[src/rtl/cint_div_pkg.sv]
// Shared types and elaboration-time helpers for the constant-divisor stream divider.
// The digit lookup table is computed entirely from parameters, so it reduces to constant logic.
package cint_div_pkg;

  typedef enum logic [1:0] {
    ST_IDLE = 2'd0,
    ST_BUSY = 2'd1,
    ST_HOLD = 2'd2
  } state_e;

  // The carry is a partial remainder, so it never reaches the divisor value.
  function automatic int carry_width(input int divisor);
    return $clog2(divisor);
  endfunction

  // One table entry: {carry, slice} / divisor -> {quotient digit [63:32], new carry [31:0]}.
  function automatic logic [63:0] lut_entry(input int divisor, input int radix_bits,
                                            input int carry, input int slice);
    logic [31:0] value;
    logic [31:0] q;
    logic [31:0] r;
    value = 32'(carry * (2 ** radix_bits) + slice);
    q     = value / 32'(divisor);
    r     = value % 32'(divisor);
    return {q, r};
  endfunction

endpackage

[src/rtl/cint_div_digit.sv]
// Combinational radix-2^RADIX_BITS digit step for a constant divisor:
// {carry, slice} -> {quotient digit, new carry}.
module cint_div_digit
  import cint_div_pkg::*;
#(
  parameter int DIVISOR    = 10,
  parameter int RADIX_BITS = 4,
  parameter int CW         = carry_width(DIVISOR)
) (
  input  logic [CW-1:0]         carry_i,
  input  logic [RADIX_BITS-1:0] slice_i,
  output logic [RADIX_BITS-1:0] qdigit_o,
  output logic [CW-1:0]         carry_o
);

  localparam int LUT_DEPTH = 2 ** (CW + RADIX_BITS);

  logic [RADIX_BITS+CW-1:0] lut [LUT_DEPTH];

  // Entries with carry >= DIVISOR are unreachable; their digit is simply truncated.
  for (genvar gi = 0; gi < LUT_DEPTH; gi++) begin : g_lut
    localparam logic [63:0] ENTRY =
      lut_entry(DIVISOR, RADIX_BITS, gi / (2 ** RADIX_BITS), gi % (2 ** RADIX_BITS));
    assign lut[gi] = {ENTRY[32 +: RADIX_BITS], ENTRY[0 +: CW]};
  end

  assign {qdigit_o, carry_o} = lut[{carry_i, slice_i}];

endmodule

[src/rtl/cint_div_stream.sv]
// Streaming divide-by-constant: signed/unsigned dividend, RADIX_BITS quotient bits per
// BUSY cycle starting at the highest non-zero slice, valid/ready on both sides.
module cint_div_stream
  import cint_div_pkg::*;
#(
  parameter int WIDTH      = 16,
  parameter int DIVISOR    = 10,
  parameter int RADIX_BITS = 4,
  parameter int TAG_WIDTH  = 4
) (
  input  logic                 clk_i,
  input  logic                 rst_ni,
  input  logic                 flush_i,
  input  logic                 in_valid_i,
  output logic                 in_ready_o,
  input  logic [WIDTH-1:0]     dividend_i,
  input  logic                 signed_i,
  input  logic [TAG_WIDTH-1:0] tag_i,
  output logic                 out_valid_o,
  input  logic                 out_ready_i,
  output logic [WIDTH-1:0]     quotient_o,
  output logic [WIDTH-1:0]     remainder_o,
  output logic [TAG_WIDTH-1:0] tag_o
);

  localparam int CW      = carry_width(DIVISOR);
  localparam int N_SLICE = (WIDTH + RADIX_BITS - 1) / RADIX_BITS;
  localparam int PW      = N_SLICE * RADIX_BITS;
  localparam int IDXW    = (N_SLICE > 1) ? $clog2(N_SLICE) : 1;

  if (DIVISOR < 2 || RADIX_BITS < 1 || DIVISOR >= 2 ** (WIDTH - 1)) begin : g_bad_params
    $error("cint_div_stream: need DIVISOR>=2, RADIX_BITS>=1, DIVISOR<2**(WIDTH-1)");
  end

  state_e                state_q, state_d;
  logic [PW-1:0]         mag_q, mag_d;
  logic [PW-1:0]         quot_q, quot_d;
  logic [CW-1:0]         carry_q, carry_d;
  logic [IDXW-1:0]       idx_q, idx_d;
  logic                  neg_q, neg_d;
  logic [TAG_WIDTH-1:0]  tag_q, tag_d;
  logic [WIDTH-1:0]      quotient_q, quotient_d;
  logic [WIDTH-1:0]      remainder_q, remainder_d;
  logic [TAG_WIDTH-1:0]  tag_out_q, tag_out_d;

  logic                  in_neg;
  logic [PW-1:0]         in_mag;
  logic [N_SLICE-1:0]    in_slice_nz;
  logic [IDXW-1:0]       in_top_idx;
  logic [RADIX_BITS-1:0] slices [N_SLICE];
  logic [RADIX_BITS-1:0] qdigit;
  logic [CW-1:0]         carry_next;
  logic [WIDTH-1:0]      q_mag;
  logic [WIDTH-1:0]      r_mag;
  logic                  accept;

  // Negating the most-negative value wraps back to itself, which is the correct magnitude.
  assign in_neg = signed_i & dividend_i[WIDTH-1];
  assign in_mag = PW'(in_neg ? (~dividend_i + WIDTH'(1)) : dividend_i);

  for (genvar gi = 0; gi < N_SLICE; gi++) begin : g_slice
    assign in_slice_nz[gi] = |in_mag[gi*RADIX_BITS +: RADIX_BITS];
    assign slices[gi]      = mag_q[gi*RADIX_BITS +: RADIX_BITS];
  end

  always_comb begin
    in_top_idx = '0;
    for (int i = 0; i < N_SLICE; i++) begin
      if (in_slice_nz[i]) in_top_idx = IDXW'(i);
    end
  end

  cint_div_digit #(
    .DIVISOR    (DIVISOR),
    .RADIX_BITS (RADIX_BITS),
    .CW         (CW)
  ) u_digit (
    .carry_i  (carry_q),
    .slice_i  (slices[idx_q]),
    .qdigit_o (qdigit),
    .carry_o  (carry_next)
  );

  assign in_ready_o  = ~flush_i & ((state_q == ST_IDLE) | ((state_q == ST_HOLD) & out_ready_i));
  assign accept      = in_valid_i & in_ready_o;
  assign out_valid_o = (state_q == ST_HOLD);
  assign quotient_o  = quotient_q;
  assign remainder_o = remainder_q;
  assign tag_o       = tag_out_q;

  always_comb begin
    state_d     = state_q;
    mag_d       = mag_q;
    quot_d      = quot_q;
    carry_d     = carry_q;
    idx_d       = idx_q;
    neg_d       = neg_q;
    tag_d       = tag_q;
    quotient_d  = quotient_q;
    remainder_d = remainder_q;
    tag_out_d   = tag_out_q;
    q_mag       = '0;
    r_mag       = '0;

    case (state_q)
      ST_BUSY: begin
        // Digits arrive most-significant first, so the quotient shifts in from the bottom.
        quot_d  = (quot_q << RADIX_BITS) | PW'(qdigit);
        carry_d = carry_next;
        if (idx_q == '0) begin
          q_mag       = quot_d[WIDTH-1:0];
          r_mag       = WIDTH'(carry_next);
          quotient_d  = neg_q ? (~q_mag + WIDTH'(1)) : q_mag;
          remainder_d = neg_q ? (~r_mag + WIDTH'(1)) : r_mag;
          tag_out_d   = tag_q;
          state_d     = ST_HOLD;
        end else begin
          idx_d = idx_q - IDXW'(1);
        end
      end
      ST_HOLD: begin
        if (out_ready_i) state_d = ST_IDLE;
      end
      default: state_d = ST_IDLE;
    endcase

    if (accept) begin
      mag_d   = in_mag;
      quot_d  = '0;
      carry_d = '0;
      idx_d   = in_top_idx;
      neg_d   = in_neg;
      tag_d   = tag_i;
      state_d = ST_BUSY;
    end

    if (flush_i) state_d = ST_IDLE;
  end

  always_ff @(posedge clk_i or negedge rst_ni) begin
    if (!rst_ni) begin
      state_q     <= ST_IDLE;
      mag_q       <= '0;
      quot_q      <= '0;
      carry_q     <= '0;
      idx_q       <= '0;
      neg_q       <= 1'b0;
      tag_q       <= '0;
      quotient_q  <= '0;
      remainder_q <= '0;
      tag_out_q   <= '0;
    end else begin
      state_q     <= state_d;
      mag_q       <= mag_d;
      quot_q      <= quot_d;
      carry_q     <= carry_d;
      idx_q       <= idx_d;
      neg_q       <= neg_d;
      tag_q       <= tag_d;
      quotient_q  <= quotient_d;
      remainder_q <= remainder_d;
      tag_out_q   <= tag_out_d;
    end
  end

endmodule

[config.mk]
export PLATFORM = sky130hd
export DESIGN_NAME = cint_div_stream
export DESIGN_NICKNAME = d
export VERILOG_FILES = /design/src/rtl/cint_div_pkg.sv /design/src/rtl/cint_div_digit.sv /design/src/rtl/cint_div_stream.sv
export SDC_FILE = /design/constraint.sdc
export NUM_CORES = 1
export LEC_CHECK = 0
export ABC_AREA = 1
export BUFFER_PORTS_ARGS = -buffer_cell sky130_fd_sc_hd__clkbuf_2
export CAP_MARGIN = 10
export CORE_MARGIN = 5
export CORE_UTILIZATION = 50
export CTS_BUF_LIST = sky130_fd_sc_hd__clkbuf_8
export DETAILED_ROUTE_END_ITERATION = 16
export GPL_TIMING_DRIVEN = 0
export PLACE_DENSITY = 0.71
export REMOVE_ABC_BUFFERS = 1
export SLEW_MARGIN = 5
export SYNTH_ARGS = -nofsm -noshare
export SYNTH_HDL_FRONTEND = slang
export SYNTH_SLANG_ARGS = --single-unit
[constraint.sdc]
create_clock -name clk_i -period 4.1 [get_ports clk_i]
set_clock_uncertainty 0.2 [all_clocks]
set_input_delay 0.615 -clock clk_i [delete_from_list [all_inputs] [get_ports clk_i]]
set_output_delay 0.615 -clock clk_i [all_outputs]
set_load 0.005 [all_outputs]
# Word level (Yosys, flattened, before mapping)
# Memory sizes are Yosys's and may differ from the RTL's.
# Cells that the tools add are included.
# classes
n_div	0
n_eq_ne	5
shifts	0
n_reduce_logical	9
n_mul	0
addsub	4
mux	23
magnitude_cmp	2
bitwise	12
# ops
cell	count
$add A16 B1 Y16 const B	3
$mux W16	3
$not A16 Y16	2
$mux W12	2
$mux W2	9
$mux W4	4
$mux W8	2
$not A4 Y16	1
$or A16 B4 Y16	1
$reduce_or A4 Y1	3
$ge A9 B9 Y1 const B	1
$not A8 Y9	1
$bmux W4 S2	1
$reduce_and A2 Y1	3
$and A1 B1 Y1	4
$logic_not A2 Y1	2
$ne A4 B2 Y1 const B	1
$ne A4 B4 Y1 const B	1
$pmux W2 S2	1
$ge A3 B3 Y1 const B	1
$not A2 Y3	1
$eq A2 B1 Y1 const B	1
$eq A2 B2 Y1 const B	1
$ne A2 B2 Y1 const B	1
5 further kinds	5
# word_totals
output_inout_bits	38
mem_bits_rw	0
input_bits	26
memories	1
romBits	2048
regBits	77
latchBits	0
wordCells	66
# mem_list
memory	words	width	rd	rd_clocked_by_memory_dff	write_ports	line	rtl
(no name shown)	256	8	1	0	0	cint_div_digit.sv:27	assign {qdigit_o, carry_o} = lut[{carry_i, slice_i}];

# Depth between registers and ports, before layout
# logic_depth
depth_word	12
depth_mapped	22
depth_no_buf	22

# By module
# From an unflattened synthesis, not the netlist that was laid out.
# unflattened
cells_unflattened	663
hier_area_um2	4553.1
# modules_own_cells
module	cells_each	area_per_inst_um2	seq_area_each_um2	n_inst
cint_div_stream	483	3717.3	1701.6	1
cint_div_digit	180	835.8	0.0	1

# Worst setup path after synthesis
# No wires, ideal clock.
# synth_timing
path_type	reg-to-reg
startpoint	reg idx_q[0]
endpoint	reg quotient_q[12], in the netlist quotient_o[12]
synth_period_minus_slack_ns	2.966
n_path_buf	1
setup_slack_ns	1.134
path_stages_with_launch	23
t_arrival_ns	2.649
t_required_ns	3.783
setup_ns	0.117
cell_sequence	dfrtp_1 buf_4 nand2_1 nand3_1 nand2_1 inv_1 ha_1 inv_1 nand2_1 o21ai_0 nor2_1 a21oi_1 o22ai_1 o31ai_2 ha_1 nand2_1 nor2_1 inv_1 nor2_1 xor2_1 o21ai_1 nand2_1 nand2_1
# synth_via
elab_chain_len	12
word_cells_on_any_way	14
classes_between	add/sub (1); mux (6); bitwise (4); reduce/logical (2); memory (1)
# synth_rtl
element	line	rtl
from (decl)	cint_div_stream.sv:39	logic [IDXW-1:0] idx_q, idx_d;
from (signal assigned)	cint_div_stream.sv:157	idx_q <= idx_d;
$not A2 Y3 (implied by the code)	cint_div_stream.sv:79	.slice_i (slices[idx_q]),
$bmux W4 S2	cint_div_stream.sv:79	
$mux W4 (implied by the code) (2 in a row)	cint_div_stream.sv:79	
$not A8 Y9 (implied by the code)	cint_div_digit.sv:27	
$mem_v2 Z256 W8	--	
$mux W8 (implied by the code) (2 in a row)	cint_div_digit.sv:27	
$or A16 B4 Y16	cint_div_stream.sv:108	quot_d = (quot_q << RADIX_BITS) | PW'(qdigit);
$not A16 Y16	cint_div_stream.sv:113	quotient_d = neg_q ? (~q_mag + WIDTH'(1)) : q_mag;
$add A16 B1 Y16	cint_div_stream.sv:113	
$mux W16	cint_div_stream.sv:113	
to (signal assigned)	cint_div_stream.sv:160	quotient_q <= quotient_d;
to (decl)	cint_div_stream.sv:42	logic [WIDTH-1:0] quotient_q, quotient_d;
# Several ways; a longest one is shown, not always the timed one. The select of a mux whose other input is x is not followed.
# A chain may end at the register's enable or synchronous reset.

# Final worst setup path
# Ends and elaborated chain as after synthesis.

==> key figures <==
Status
  – Status: complete, no violations

Pwr
  – Pwr Density: 857 mW/mm^2
  – Gate power share: 60.3%
  – LEAKAGE: 2.79 nW
  – Int Power: 2.22 mW
  – Peak VDD IR: 0.000293 V
  – Clock Power Share: 13.4%
  – Seq pwr share: 26.3%
  – Switch share: 51.4%
  – P_sw: 2.35 mW

Clock network
  – Setup Buffers After CTS: 0
  – CTS tree: done
  – Root buffer cell: clkbuf_8
  – Inserted Clock Buffers: 9
  – Clock Latency Late Sink: 0.35 ns
  – Worst-path clk slew: 0.08 ns
  – Sink Count: 68
  – Clock H-tree levels: 3
  – Clock buffer depth: 2

Final layout
  – # nets final: 776
  – Final std cells w/o fill: 870
  – Area growth, synth to finish: 12.1%
  – Layout cells sized above 1: 15.8%
  – # diodes: 0

Global routing
  – First-pass GRT wire length: 20900 um
  – Overall routing resource usage: 22.3%
  – Initial antenna violation count: 0
  – Vias in the first global route: 4354
  – Largest net degree at the start of global routing: 64
  – Total gr overflow: 0

Synth
  – Synth area leader: dfrtp_1
  – Synth top area share: 35.8%
  – Mapped Cells: 691
  – Seq/Total Area, Yosys: 35.8%
  – Area contributors post-synth: dfrtp_1 (36%), nand2_1 (19%), nand3_1 (5.6%)
  – Synth unique cells: 43
  – Most numerous cell in the Yosys netlist: nand2_1
  – #FFs+latches synth: 68
  – Number of flops mapped to enable cells by yosys: 0
  – Primary FF master, synth: dfrtp_1
  – Fraction of registers with async set/reset: 100%
  – Syn_area_per_cell: 6.88 um^2
  – Mapped Area: 0.00476 mm^2
  – Synth warn: 0
  – Synth top cells by count: nand2_1 (243), dfrtp_1 (68), inv_1 (54), nand3_1 (53), o21ai_0 (47)

Detailed routing
  – Drt drc: 0
  – Vias post-DR: 4668
  – Post-DR vias/cell: 5.37
  – Drt pass-1 iters: 6
  – Drt wl/cell: 14.3 um
  – Antenna Nets Post-Route: 0
  – Final WL: 12400 um
  – First DRT Iteration DRCs: 299

Worst setup path
  – Startpoint Class: flop
  – Crit path arrival time: 3.72 ns
  – Crit Path Class: reg -> reg
  – Data required, critical path: 4.14 ns
  – Largest fanout on the critical path: 11
  – Crit end category: flop
  – Reg2reg setup slack: 0.42 ns

Placement
  – Placed cell count: 853
  – Port bufs: 63
  – Final GP Congestion: 0.940
  – Dpl hpwl: 9160 um

STA
  – Slew Limit Fails: 0
  – Hold Vio Cnt, Final: 0
  – Slew @ Worst Pin: 0.925 ns
  – Max_slew headroom: 38.1%
  – Min Hold Slack: 0.264 ns
  – Final setup fails: 0
  – Peak Freq: 0.272 GHz
  – Crit share post-route: 89.8%
  – RSZ-0062 raised after global routing: false
  – Min Tclk post-route: 3.68 ns

Die
  – Core ar.: 0.00924 mm^2
  – Die height: 108 um
  – Die ar.: 0.0116 mm^2
  – # rows: 35
  – Initial Util: 51.5%
  – Die W: 108 um
  – # IOs: 64

Worst hold path
  – Hold WC Path Type: in -> reg

Flow run
  – Max Cap Viol: 0
-- worst max-delay path, cell delays in order, from the launching register on --
cell     delay (ns)
dfrtp_2        0.48
inv_2          0.13
nand2_1        0.08
nand3_1        0.09
nand2_1        0.25
inv_1          0.18
ha_1           0.22
inv_1          0.11
o21ai_0        0.15
o21ai_0        0.25
o22ai_1        0.12
o31ai_2        0.29
ha_1           0.23
nand2_1        0.09
nor2_1         0.15
inv_1          0.07
nor2_1         0.12
xor2_1         0.15
o21ai_1        0.07
nand2_1        0.07
nand2_1        0.04
-- placed cells by master (no fill, tap or decap), types with 4 or more instances in the layout --
master      n
nor3_1      6
clkbuf_8    9
o31ai_1     4
o21ai_1    18
dfrtp_1    67
nand3_1    53
xor2_1     13
a21oi_1    13
o211ai_1    4
clkbuf_2   62
ha_1       13
o22ai_1    18
inv_2       5
nand2_2    10
inv_1      54
nand4_1     5
nand2_1   243
o21ai_0    47
nor2_1     46
xnor2_1     4
-- logic make-up after synthesis --
| family | after synthesis | share of synthesized area (%) |
|---|---|---|
| buffers and inverters | 96 | 8.89 |
| AND/OR/NAND/NOR | 381 | 34.4 |
| AO/OA/AOI/OAI | 116 | 14.4 |
| XOR/XNOR | 17 | 3.13 |
| flip-flops | 68 | 35.8 |
| adder cells (fa/ha/maj) | 13 | 3.42 |
-- power by group through the flow --
stage	combinational [mW]	sequential (mW)	clock [mW]
after detailed placement	2.72	1.21	0
final	2.76	1.20	0.612
after floorplan	1.97	1.16	0
after CTS	2.74	1.19	0.622
after global routing	3.13	1.24	0.652
after global placement	2.69	1.20	0
-- timing repair --
action                     in CTS  in global routing
hold endpoints to repair        5                  0
hold buffers                    1                  0
setup endpoints to repair       0                  6
resized for setup               0                  2
-- routing by layer --
layer  up-vias  share of wire, %  global-route usage, %  wire length [um]
met3        18               5.5                   3.24               689
met2       134                48                   38.0              5980
met5         -                 0                      0                 0
met1      2185                45                   29.1              5550
met4         0               1.6                   6.94               200
li1       2331                 -                      -                 -
-- cell type report --
cell class	instances	area, um^2
Clock inverter	6	88.8
Fill cell	938	3910
Clock buffer	9	124
Tap cell	129	161
Multi-Input combinational cell	527	2630
Inverter	64	246
Sequential cell	68	1700
Timing Repair Buffer	67	378
-- through the flow --
stage | utilization (%) | TNS (ns) | power [mW] | cell area, um^2 | setup slack, ns
after floorplan | - | 0 | 3.13 | 4580 | 1.04
after CTS | 57.5 | 0 | 4.56 | 5310 | 0.223
after global routing | 57.7 | 0 | 5.03 | 5330 | 0.0610
after global placement | 54.7 | -1.54 | 3.89 | 5050 | -0.332
after detailed placement | 55.1 | 0 | 3.92 | 5090 | 0.266
final | 57.7 | 0 | 4.57 | 5330 | 0.418
-- path summary, 6_finish.rpt --
check,cells after the start,endpoint,startpoint
min in group asynchronous,2,remainder_o[14],rst_ni
min reg2reg,2,quotient_o[12],quotient_o[12]
max,20,quotient_o[12],idx_q[0]
max reg2reg,20,quotient_o[12],idx_q[0]
max in group asynchronous,3,idx_q[0],rst_ni
min,3,tag_q[0],tag_i[0]
-- state kept, by name (all words and copies together) (netlist names) --
register,cells
state_q,2
idx_q,2
tag_o,4
quotient_o,16
neg_q,1
carry_q,4
tag_q,4
remainder_o,7
quot_q,12
mag_q,16
(Power assumes the default switching activity.)
